## config.mk

```make
export PLATFORM = sky130hd
export DESIGN_NAME = idli_mem_arb_m
export DESIGN_NICKNAME = d
export VERILOG_FILES = /design/src/rtl/idli_pkg.sv /design/src/rtl/idli_nib_sreg_m.sv /design/src/rtl/idli_mem_arb_m.sv
export SDC_FILE = /design/constraint.sdc
export NUM_CORES = 1
export LEC_CHECK = 0
export CAP_MARGIN = 5
export CORE_ASPECT_RATIO = 1.75
export CORE_UTILIZATION = 25
export CTS_CLUSTER_SIZE = 30
export DETAILED_ROUTE_END_ITERATION = 10
export PLACE_DENSITY = 0.48
export RECOVER_POWER = 100
export SLEW_MARGIN = 20
export SYNTH_ARGS = -nofsm -noshare
export SYNTH_HDL_FRONTEND = slang
export SYNTH_SLANG_ARGS = --single-unit
```

## constraint.sdc

```tcl
create_clock -name i_arb_gck -period 4.76 [get_ports i_arb_gck]
set_input_delay 0.476 -clock i_arb_gck [delete_from_list [all_inputs] [get_ports i_arb_gck]]
set_output_delay 0.476 -clock i_arb_gck [all_outputs]
set_load 0.05 [all_outputs]
```

## src/rtl/idli_pkg.sv

```systemverilog
// Shared types and defaults for the idli memory arbiter.
// Latency: n/a (types and constants only).
// Backpressure: n/a.
//
// Contents:
//   idli_arb_state_t - arbiter sequencing states (word-granular).
//   IDLI_LAT_WORDS   - default SQI read latency in whole words.
//   IDLI_RESET_PC    - default fetch word address after reset.
//   idli_nib_sel     - pick nibble idx (LSB first) out of a 16-bit word.
package idli_pkg;

  typedef enum logic [2:0] {
    ARB_IDLE     = 3'd0,
    ARB_F_ADDR   = 3'd1,
    ARB_F_WAIT   = 3'd2,
    ARB_F_STREAM = 3'd3,
    ARB_L_ADDR   = 3'd4,
    ARB_L_WAIT   = 3'd5,
    ARB_L_DATA   = 3'd6
  } idli_arb_state_t;

  localparam int unsigned IDLI_LAT_WORDS = 2;
  localparam logic [15:0] IDLI_RESET_PC  = 16'h0000;

  function automatic logic [3:0] idli_nib_sel(input logic [15:0] i_word,
                                              input logic [1:0]  i_idx);
    return i_word[4*i_idx +: 4];
  endfunction

endpackage

```

## src/rtl/idli_nib_sreg_m.sv

```systemverilog
// Nibble-serial 16-bit capture register (LSB nibble first).
// Latency: o_word is combinational; it holds the full word during the 4th nibble.
// Backpressure: none; shifts whenever i_en is high.
//
// Ports:
//   i_gck   - clock.
//   i_rst_n - asynchronous active-low reset, clears the held nibbles.
//   i_en    - shift i_nib in this cycle.
//   i_nib   - incoming nibble.
//   o_word  - {i_nib, three previously held nibbles}; on the last nibble of a
//             word this is the complete captured value, ready to be used at
//             the same clock edge that would shift it in.
module idli_nib_sreg_m (
  input  logic        i_gck,
  input  logic        i_rst_n,
  input  logic        i_en,
  input  logic [3:0]  i_nib,
  output logic [15:0] o_word
);

  // Only three nibbles need storing: the fourth is the live input when the
  // word completes, so the full 16-bit value is available without a cycle
  // of delay at the word boundary.
  logic [11:0] r_hold;

  assign o_word = {i_nib, r_hold};

  always_ff @(posedge i_gck or negedge i_rst_n) begin
    if (!i_rst_n) begin
      r_hold <= '0;
    end else if (i_en) begin
      r_hold <= {i_nib, r_hold[11:4]};
    end
  end

endmodule

```

## src/rtl/idli_mem_arb_m.sv

```systemverilog
// Arbitrates the single SQI port between instruction fetch and load/store.
// Latency: address word, LAT_WORDS wait words, then data; outputs are
// combinational from state and nibble index.
// Backpressure: LSU request held until o_arb_lsu_done; branches held one word.
//
// Ports:
//   i_arb_gck / i_arb_rst_n      - clock, async active-low reset.
//   i_arb_ctr / _ctr_last_cycle  - nibble index in word, word boundary flag.
//   i_arb_br_vld / _br_addr      - branch redirect, target nibble-serial.
//   i_arb_lsu_req/_wr/_addr/_wdata - load/store request, nibble-serial.
//   o_arb_fetch_vld / _lsu_vld   - SQI read nibble is instruction / load data.
//   o_arb_lsu_done               - pulse on the last cycle of the LSU data word.
//   o_arb_sqi_*                  - redirect, read select, write nibble + valid.
module idli_mem_arb_m
  import idli_pkg::*;
#(
  parameter logic [15:0] RESET_PC  = IDLI_RESET_PC,
  parameter int unsigned LAT_WORDS = IDLI_LAT_WORDS
) (
  input  logic       i_arb_gck,
  input  logic       i_arb_rst_n,
  input  logic [1:0] i_arb_ctr,
  input  logic       i_arb_ctr_last_cycle,
  input  logic       i_arb_br_vld,
  input  logic [3:0] i_arb_br_addr,
  input  logic       i_arb_lsu_req,
  input  logic       i_arb_lsu_wr,
  input  logic [3:0] i_arb_lsu_addr,
  input  logic [3:0] i_arb_lsu_wdata,
  output logic       o_arb_fetch_vld,
  output logic       o_arb_lsu_vld,
  output logic       o_arb_lsu_done,
  output logic       o_arb_sqi_redirect,
  output logic       o_arb_sqi_rd,
  output logic [3:0] o_arb_sqi_wr_data,
  output logic       o_arb_sqi_wr_data_vld
);

  localparam logic [1:0] WAIT_INIT = 2'(LAT_WORDS - 1);

  idli_arb_state_t r_state;
  idli_arb_state_t w_state_nxt;
  logic [15:0]     r_pc;
  logic [1:0]      r_wait;
  logic [1:0]      w_wait_nxt;
  logic            r_br_pend;
  logic            r_lsu_wr;
  logic [15:0]     w_br_word;
  logic            w_br_now;

  idli_nib_sreg_m u_br_sreg (
    .i_gck   (i_arb_gck),
    .i_rst_n (i_arb_rst_n),
    .i_en    (i_arb_br_vld),
    .i_nib   (i_arb_br_addr),
    .o_word  (w_br_word)
  );

  // A branch is either arriving in this word or was captured earlier while
  // the port was busy with an address phase or an LSU sequence.
  assign w_br_now = r_br_pend | i_arb_br_vld;

  always_comb begin
    w_state_nxt = r_state;
    w_wait_nxt  = r_wait;
    case (r_state)
      ARB_IDLE: begin
        w_state_nxt = ARB_F_ADDR;
      end
      ARB_F_ADDR: begin
        w_state_nxt = ARB_F_WAIT;
        w_wait_nxt  = WAIT_INIT;
      end
      ARB_F_WAIT: begin
        if (w_br_now) begin
          w_state_nxt = ARB_F_ADDR;
        end else if (r_wait == 2'd0) begin
          w_state_nxt = ARB_F_STREAM;
        end else begin
          w_wait_nxt = r_wait - 2'd1;
        end
      end
      ARB_F_STREAM: begin
        // LSU only gets in from here, so every fetch redirect delivers at
        // least one instruction word before the port is given away.
        if (i_arb_lsu_req) begin
          w_state_nxt = ARB_L_ADDR;
        end else if (w_br_now) begin
          w_state_nxt = ARB_F_ADDR;
        end
      end
      ARB_L_ADDR: begin
        w_state_nxt = r_lsu_wr ? ARB_L_DATA : ARB_L_WAIT;
        w_wait_nxt  = WAIT_INIT;
      end
      ARB_L_WAIT: begin
        if (r_wait == 2'd0) begin
          w_state_nxt = ARB_L_DATA;
        end else begin
          w_wait_nxt = r_wait - 2'd1;
        end
      end
      ARB_L_DATA: begin
        w_state_nxt = ARB_F_ADDR;
      end
      default: begin
        w_state_nxt = ARB_IDLE;
      end
    endcase
  end

  always_ff @(posedge i_arb_gck or negedge i_arb_rst_n) begin
    if (!i_arb_rst_n) begin
      r_state   <= ARB_IDLE;
      r_pc      <= RESET_PC;
      r_wait    <= '0;
      r_br_pend <= 1'b0;
      r_lsu_wr  <= 1'b0;
    end else if (i_arb_ctr_last_cycle) begin
      r_state <= w_state_nxt;
      r_wait  <= w_wait_nxt;

      // A branch target overrides the sequential increment of the fetch
      // word it arrived in; 16-bit add wraps FFFF -> 0000 naturally.
      if (i_arb_br_vld) begin
        r_pc <= w_br_word;
      end else if (r_state == ARB_F_STREAM) begin
        r_pc <= r_pc + 16'd1;
      end

      if (w_state_nxt == ARB_F_ADDR) begin
        r_br_pend <= 1'b0;
      end else if (i_arb_br_vld) begin
        r_br_pend <= 1'b1;
      end

      // Direction is latched as the LSU sequence starts so the address and
      // data words stay consistent for the whole transaction.
      if (r_state == ARB_F_STREAM) begin
        r_lsu_wr <= i_arb_lsu_wr;
      end
    end
  end

  always_comb begin
    o_arb_fetch_vld       = 1'b0;
    o_arb_lsu_vld         = 1'b0;
    o_arb_lsu_done        = 1'b0;
    o_arb_sqi_redirect    = 1'b0;
    o_arb_sqi_rd          = 1'b1;
    o_arb_sqi_wr_data     = 4'h0;
    o_arb_sqi_wr_data_vld = 1'b0;
    case (r_state)
      ARB_F_ADDR: begin
        o_arb_sqi_redirect    = 1'b1;
        o_arb_sqi_wr_data     = idli_nib_sel(r_pc, i_arb_ctr);
        o_arb_sqi_wr_data_vld = 1'b1;
      end
      ARB_F_STREAM: begin
        o_arb_fetch_vld = 1'b1;
      end
      ARB_L_ADDR: begin
        o_arb_sqi_redirect    = 1'b1;
        o_arb_sqi_rd          = ~r_lsu_wr;
        o_arb_sqi_wr_data     = i_arb_lsu_addr;
        o_arb_sqi_wr_data_vld = 1'b1;
      end
      ARB_L_DATA: begin
        if (r_lsu_wr) begin
          o_arb_sqi_rd          = 1'b0;
          o_arb_sqi_wr_data     = i_arb_lsu_wdata;
          o_arb_sqi_wr_data_vld = 1'b1;
        end else begin
          o_arb_lsu_vld = 1'b1;
        end
        o_arb_lsu_done = (i_arb_ctr == 2'd3);
      end
      default: begin
      end
    endcase
  end

endmodule
```

==> impl_metrics.yaml <==
run_status:
  status: "finished, violations left"
  violations: "max-capacitance violations, max-slew violations"
min_path:
  hold_path_class: "flop to flop"
  hold_start: "u_br_sreg.r_hold[9]$_DFFE_PN0P_"
  hold_depth: 1
worst_setup_path:
  cp_slowest_cell: "dlygate4sd3_1"
  reg2reg_from: "r_state[1]$_DFFE_PN0P_"
  worstPathRequired_ns: 4.28
  r2r_cells: 5
  crit_path_start: "r_state[1]$_DFFE_PN0P_"
  cp.arrival_ns: 2.76
  critPathTopFamily: "buffers and inverters"
  cp_slowest_stage_delay_ns: 0.88
  setup.worst_path.end_class: "output pin"
  cp.depth: 4
  worstPathBufferInverterCount: 1
  worstSetupPathType: "flop to output pin"
  critPathLaunchType: "flop"
  cp_cell_sequence: "nor3b_1 > a22oi_1 > o21ai_0 > dlygate4sd3_1"
  critPathMaxFanout: 18
yosys:
  synth_adder_area_share: 0.0112
  synth_warnings: 0
  synth_mux_area_frac: 0.149
  synth_compound_area_frac: 0.168
  postSynthCellCount: 236
  synth_xor_area_frac: 0.00391
  synth_top_family_by_area: "simple AND/OR/NAND/NOR gates"
  syn_nets: 258
  avgSynthCellArea_um2: 9.49
  synth_ff_type: "dfrtp_1"
  yosys.area_share.simple: 0.212
  synth_cell_types: 53
  synth_area_um2: 2240
  synth-seq-cells: 35
  ys_async_sr_fraction: 1.00
  synth-seq-area-share: 0.391
  synth-edff-count: 0
cells_and_area:
  final_cell_mix: "dfrtp_1, nor2_1, o21ai_0"
  fillers: 938
  final_common_cell: "dfrtp_1"
  nets: 279
  finish.utilization: 0.316
  area_growth_pct: 22.3
  antennaDiodeCount: 0
  drive_gt1_frac: 0.132
  fin_cells: 375
timing:
  maxSlewHeadroom: -0.289
  tns_ns: 0
  skew_ns: 0.00366
  min_period_over_period: 0.679
  final.min_clock_period_ns: 3.23
  tightest_slew_ns: 1.93
  setup-violations-final: 0
  rsz0062_at_grt: "no"
  hold_viol: 0
  fmax_ghz: 0.309
  slew_viol_final: 36
route:
  vias_per_cell: 5.11
  drc_errors: 0
  ant_nets: 0
  drt-total-wl_um: 6070
  firstDrtPassIters: 4
  routedWlPerCell_um: 16.2
  first_iter_violations: 159
  vias: 1918
grt:
  grt_pass1_vias: 1944
  grt_pass1_wl_um: 9680
  grt_max_degree: 36
  grt_antenna_before_repair: 0
  grt_overflow: 0
  grt_util_all_layers: 0.139
pwr:
  total_leakage_power_nw: 1.08
  power.switching_mw: 0.547
  power_frac_comb: 0.371
  powerDensity_nw_per_um2: 492
  swShare: 0.405
  p_seq_frac: 0.376
  power.share.clock: 0.254
  ir_drop_mv: 0.168
  p_int_mw: 0.802
clocking:
  clkLatencyLatePin_ns: 0.28
  tritoncts: "yes"
  cts_inserted_buffers: 5
  cts_hold_buf: 0
  cts-resized-gates: 0
  path_clk_slew_ns: 0.05
  clkSinkCount: 35
  cts-htree-levels: 2
  clockBufferDepth: 2
  root_buffer: "clkbuf_16"
  cts_setup_buffers: 0
die:
  floorplan.initialDensity: 0.258
  dieArea_um2: 9360
  dieHeight_um: 127
  ioPinCount: 30
  core_um2: 8670
  fp.dieW_um: 73.6
  row_count: 45
flow_run:
  drv_cap: 1
placement:
  gp_congestion: 0.800
  post-place-cells: 367
  place.detailed.hpwl_um: 4530
  portBuffers: 29
-- power by group through the flow --
stage | logic, mW | clock network [mW] | registers [mW]
3_3_place_gp | 0.514 | 0 | 0.510
5_1_grt | 0.550 | 0.359 | 0.522
6_report | 0.500 | 0.342 | 0.506
2_1_floorplan | 0.436 | 0 | 0.431
3_5_place_dp | 0.517 | 0 | 0.510
4_1_cts | 0.519 | 0.350 | 0.506
-- registers in the layout (all words and copies together), names as in the netlist --
signal	cells
u_br_sreg.r_hold	12
r_pc	16
r_lsu_wr	1
r_wait	2
r_state	3
r_br_pend	1
-- routing by layer --
metal | vias to the layer above | share of wire | global-route usage
met5 | - | 0 | 0
met3 | 13 | 0.045 | 0.0252
li1 | 922 | - | -
met1 | 926 | 0.37 | 0.136
met2 | 57 | 0.55 | 0.262
met4 | 0 | 0.033 | 0.0792
-- kinds of logic (layout without fill, tap and decap cells) --
group	Yosys count	in the layout
simple gates	83	83
compound gates	59	59
flops	35	35
buf+inv	30	52
mux	26	26
fa+ha+maj	2	2
xor+xnor	1	1
-- synthesized netlist by cell type, types with 2 or more instances --
cell	n	area, um2
o31ai_1	4	30.0
nand2b_1	5	31.3
nand3_1	10	50.1
o22ai_1	8	50.1
nor3_1	5	25.0
nand4_1	4	25.0
ha_1	2	25.0
or4_1	2	15.0
and3_1	4	25.0
a21oi_1	10	50.1
o221ai_1	3	26.3
mux2i_1	6	60.1
buf_6	2	22.5
o21ai_0	17	85.1
dfrtp_1	35	876
buf_2	2	10.0
nor4_1	4	25.0
a22oi_1	4	30.0
inv_1	13	48.8
nand2_1	16	60.1
nor2b_1	2	12.5
a31oi_1	3	18.8
nand4b_1	2	17.5
mux4_2	3	67.6
mux2_2	16	180
nand4_4	2	42.5
clkbuf_2	2	10.0
nor2_1	18	67.6
clkbuf_1	8	30.0
-- through the flow --
step | area, um2 | hold slack, ns | power, mW | setup WS [ns]
floorplan | 2240 | 0.180 | 0.867 | 2.18
global placement | 2590 | 0.490 | 1.02 | 1.77
detailed placement | 2590 | 0.499 | 1.03 | 1.73
CTS | 2750 | 0.307 | 1.37 | 1.56
global route | 2740 | 0.542 | 1.43 | 1.39
finish | 2740 | 0.508 | 1.35 | 1.53
-- worst paths after layout --
kind	endpoint	slack, ns
max in group asynchronous	r_lsu_wr$_DFFE_PN0P_	2.91
min in group asynchronous	r_wait[0]$_DFFE_PN0P_	0.71
worst max register to register	r_pc[15]$_DFFE_PN0P_	2.58
worst max-delay path	o_arb_sqi_wr_data[1]	1.53
worst min register to register	u_br_sreg.r_hold[5]$_DFFE_PN0P_	0.51
worst min-delay path	u_br_sreg.r_hold[5]$_DFFE_PN0P_	0.51
-- worst reg2reg max path, stage by stage, from the launching register on --
cell	delay [ns]
dfrtp_1	0.66
nand3b_2	0.27
inv_1	0.25
o21ai_0	0.27
or4_1	0.58
nand3_1	0.09
-- final cells by class --
class / instances / area, um2 / share of cell area
inverters: 13 / 48.8 / 0.0178
well taps: 117 / 146 / 0.0534
multi-input cells: 171 / 1220 / 0.444
flip-flops and latches: 35 / 876 / 0.320
repair buffers: 31 / 295 / 0.108
clock buffers: 8 / 156 / 0.0571
(Power assumes the default switching activity.)
